===== config.mk =====
export PLATFORM = sky130hd
export DESIGN_NAME = boton_sensor_ar
export DESIGN_NICKNAME = d
export VERILOG_FILES = /design/src/rtl/boton_sensor_ar.sv
export SDC_FILE = /design/constraint.sdc
export NUM_CORES = 1
export LEC_CHECK = 0
export BUFFER_PORTS_ARGS = -buffer_cell sky130_fd_sc_hd__buf_2
export CAP_MARGIN = 20
export CELL_PAD_IN_SITES_DETAIL_PLACEMENT = 1
export CELL_PAD_IN_SITES_GLOBAL_PLACEMENT = 1
export CORE_MARGIN = 8
export CORE_UTILIZATION = 38
export DETAILED_ROUTE_END_ITERATION = 6
export PLACE_DENSITY_LB_ADDON = 0.1
export SYNTH_ARGS = -nofsm -noshare
export SYNTH_HDL_FRONTEND = slang
export SYNTH_SLANG_ARGS = --single-unit

===== constraint.sdc =====
create_clock -name clk -period 1.55 [get_ports clk]
set_input_delay 0.31 -clock clk [delete_from_list [all_inputs] [get_ports clk]]
set_output_delay 0.31 -clock clk [all_outputs]
set_load 0.03 [all_outputs]

===== src/rtl/boton_sensor_ar.sv =====
// boton_sensor_ar: debounce/qualify filter for one button or sensor input, with edge strobes.
// Define AR_SYNC_EN to add a two-flop synchronizer in front of the filter (+2 clocks latency).
module boton_sensor_ar #(
  parameter int STABLE_CYCLES = 10000,
  parameter bit SENSOR_MODE = 1'b0,
  parameter int CNT_W = $clog2(STABLE_CYCLES + 1)
) (
  input  logic clk,
  input  logic reset,
  input  logic sig_in,
  output logic sig_out,
  output logic rise_pulse,
  output logic fall_pulse
);
  localparam logic [CNT_W-1:0] LAST = CNT_W'(STABLE_CYCLES - 1);
  logic s, diff, fast_fall, out_nxt;
  logic [CNT_W-1:0] cnt, cnt_nxt;
`ifdef AR_SYNC_EN
  logic [1:0] sync;
  always_ff @(posedge clk)
    sync <= reset ? 2'b00 : {sync[0], sig_in};
  assign s = sync[1];
`else
  assign s = sig_in;
`endif
  // in sensor mode a drop to 0 bypasses the qualification count
  always_comb begin
    diff = s != sig_out;
    fast_fall = SENSOR_MODE && !s;
    out_nxt = (diff && (fast_fall || cnt == LAST)) ? s : sig_out;
    cnt_nxt = (diff && !fast_fall && cnt != LAST) ? cnt + CNT_W'(1) : '0;
  end
  always_ff @(posedge clk) begin
    if (reset) begin
      sig_out <= 1'b0;
      cnt <= '0;
      rise_pulse <= 1'b0;
      fall_pulse <= 1'b0;
    end else begin
      sig_out <= out_nxt;
      cnt <= cnt_nxt;
      rise_pulse <= out_nxt & ~sig_out;
      fall_pulse <= ~out_nxt & sig_out;
    end
  end
endmodule


==> impl_metrics.env <==
export IMPL_status="completed"
export IMPL_async_flop_share=0
export IMPL_ys_flop_type="dfxtp_1"
export IMPL_syn_instance_count=75
export IMPL_syn_nets=79
export IMPL_switching_power_uw=149
export IMPL_grt_first_pass_wirelength_mm=2.62
export IMPL_slew_violations=0
export IMPL_syn_cell_area_um2=714
export IMPL_grtUsageTotal=0.101
export IMPL_max_freq_mhz=666
export IMPL_gp_congestion=0.738
export IMPL_synth_most_common_cell="nor2_1"
export IMPL_ant_nets=0
export IMPL_synth_distinct_cells=18
export IMPL_start_util=0.409
export IMPL_synth_compound_area_frac=0
export IMPL_tritoncts="done"
export IMPL_nNetsFinal=93
export IMPL_dieArea_um2=3520
export IMPL_via_per_inst=4.73
export IMPL_power_density_nw_per_um2=826
export IMPL_drt_iter0_markers=3
export IMPL_seq_area_frac_synth=0.476
export IMPL_grt_pass1_vias=563
export IMPL_hold_path_class="input pin to flop"
export IMPL_clk_path_buf_depth=2
export IMPL_cts_max_level=1
export IMPL_worst_slew_pin_slew_ps=329
export IMPL_cts_hold_buf=0
export IMPL_timing_reg2reg_setup_slack_ps=50
export IMPL_cp_max_fo=13
export IMPL_reg2reg_from="cnt[6]"
export IMPL_p_int_uw=545
export IMPL_wl_per_cell_um=13.4
export IMPL_synthAdderAreaFrac=0.0175
export IMPL_synthMuxAreaShare=0.0140
export IMPL_worst_slack_ps=48.5
export IMPL_fin_skew_ps=7.14
export IMPL_yosysTopAreaCell="dfxtp_1"
export IMPL_cts_root_buffer="clkbuf_4"
export IMPL_drc_errors=0
export IMPL_first_pass_iters=3
export IMPL_seq_power_share=0.636
export IMPL_yosysWarnings=0
export IMPL_hp_start="sig_in"
export IMPL_die_h_um=59.4
export IMPL_ff_latch_area_um2=340
export IMPL_cp_required_ps=1730
export IMPL_yosys_top_cells_count="nor2_1 (18), dfxtp_1 (17), xnor2_1 (11)"
export IMPL_fp_row_count=15
export IMPL_grt_overflow_total=0
export IMPL_fill_cells=214
export IMPL_p_comb_frac=0.026
export IMPL_finalHoldViolCount=0
export IMPL_clock_latency_ps=290
export IMPL_multi_input_area_um2=373
export IMPL_hpwlAfterDp_mm=1.10
export IMPL_swShare=0.214
export IMPL_synth_xor_area_frac=0.159
export IMPL_post_synth_main_area_contributors="dfxtp_1 (48%), xnor2_1 (13%), nor2_1 (9.5%)"
export IMPL_synth_top_area_share=0.476
export IMPL_critPathKind="flop to flop"
export IMPL_slew_headroom=0.778
export IMPL_io_pins=6
export IMPL_leakage_uw=0.000286
export IMPL_setup_viol=0
export IMPL_crit_path_end_kind="flop"
export IMPL_antenna_cells=0
export IMPL_portBuffers=5
export IMPL_min_period_over_period=0.969
export IMPL_totalWireLength_mm=1.52
export IMPL_cts_setup_buffers=0
export IMPL_area_growth_pct=17.7
export IMPL_die_x_um=59.4
export IMPL_coreArea_um2=1750
export IMPL_grt_max_degree=14
export IMPL_clock_sinks=17
export IMPL_path_clk_slew_ps=100
export IMPL_min_to="fall_pulse"
export IMPL_syn_mean_instance_area_um2=9.53
export IMPL_worstPathArrival_ps=1680
export IMPL_whs_path_depth=2
export IMPL_period_needed_ps=1500
export IMPL_via_count=534
export IMPL_dpl_worst_slack_ps=5.91
export IMPL_grt_antenna_before_repair=0
export IMPL_synth_top_family_by_area="simple AND/OR/NAND/NOR gates"
export IMPL_rsz0062_at_grt="yes"
export IMPL_synth_edf_count=0
export IMPL_reg2reg_depth=4
export IMPL_p_clk_frac=0.338
export IMPL_crit_path_start="cnt[6]"
export IMPL_r2r_end="cnt[9]"
export IMPL_synth_seq_cells=17
export IMPL_yosys_area_share_simple=0.306
export IMPL_cts_buffers=3
export IMPL_maxCapViolCount=0
export IMPL_drive_gt1_frac=0.193
export IMPL_crit_path_start_kind="flop"
export IMPL_final_util=0.482
export IMPL_irDropWorstVdd_uv=468
-- placed cells by master, fill, tap and decap left out, types with 2 or more instances in the layout --
master	netlist	routed
nand3_1	4	4
inv_1	2	2
clkbuf_4	0	3
and3_1	2	2
nor3_1	5	5
nand4_1	3	3
buf_4	0	5
dfxtp_1	17	17
xnor2_1	11	11
nor4b_2	0	2
xor2_1	2	2
nor2_1	18	18
nand2_1	2	2
buf_2	0	5
-- repair_timing --
| action | in CTS | in global routing |
|---|---|---|
| cloned | 0 | 0 |
| gates resized for setup | 2 | 1 |
| setup endpoints to repair | 6 | 14 |
-- kinds of logic (layout without fill, tap and decap cells) --
| kind of cell | count (synthesis) | count (layout) |
|---|---|---|
| flip-flops | 17 | 17 |
| adder cells (fa/ha/maj) | 1 | 1 |
| buffers and inverters | 3 | 16 |
| multiplexers | 1 | 1 |
| AND/OR/NAND/NOR | 40 | 40 |
| XOR/XNOR | 13 | 13 |
-- per-stage QoR --
step / TNS (ps) / total power, uW / hold WS (ps) / cells / cell area (um^2)
2_1_floorplan: 0 / 463 / 382 / 75 / 714
3_3_place_gp: 0 / 469 / 454 / 109 / 797
3_5_place_dp: 0 / 469 / 459 / 109 / 797
4_1_cts: 0 / 703 / 233 / 113 / 835
5_1_grt: -249 / 724 / 233 / 113 / 841
6_report: 0 / 694 / 248 / 113 / 841
-- flip-flops by register name (all words and copies together), names as in the netlist --
name        cells
fall_pulse      1
sig_out         1
cnt            14
rise_pulse      1
-- area by class of cell --
class | count | share of cell area
multi-input cells | 55 | 0.443
clock buffers | 4 | 0.0313
flip-flops and latches | 17 | 0.405
inverters | 2 | 0.00893
well taps | 25 | 0.0372
repair buffers | 10 | 0.0744
-- power groups by stage --
stage	clock (uW)	combinational, uW	sequential, uW
finish	235	18.2	441
global route	260	21.0	442
CTS	243	18.4	441
detailed placement	0	17.1	452
global placement	0	17.1	452
floorplan	0	11.9	451
-- worst max-delay path, stage by stage (launching register included) --
cell and delay, ps:
dfxtp_1 340, or4b_1 500, nand4bb_4 280, nand2_4 200, nor2_1 70
-- per-layer routing --
metal  vias up  GRT usage  share of wire
met5         -          0              0
met4         0     0.0717          0.011
met3         2     0.0195          0.015
met2         2      0.149           0.48
met1       250      0.126           0.49
li1        280          -              -
-- how the worst max path moves through the flow --
| stage | endpoint | slack, ps | depth (start not counted) |
|---|---|---|---|
| floorplan | cnt[12] | 90 | 5 |
| CTS | rise_pulse | 50 | 3 |
| global placement | cnt[13] | 50 | 4 |
| detailed placement | cnt[9] | 6 | 4 |
| global route | cnt[9] | -30 | 4 |
| finish | cnt[9] | 50 | 4 |
Power figures use the tool's default switching activity.
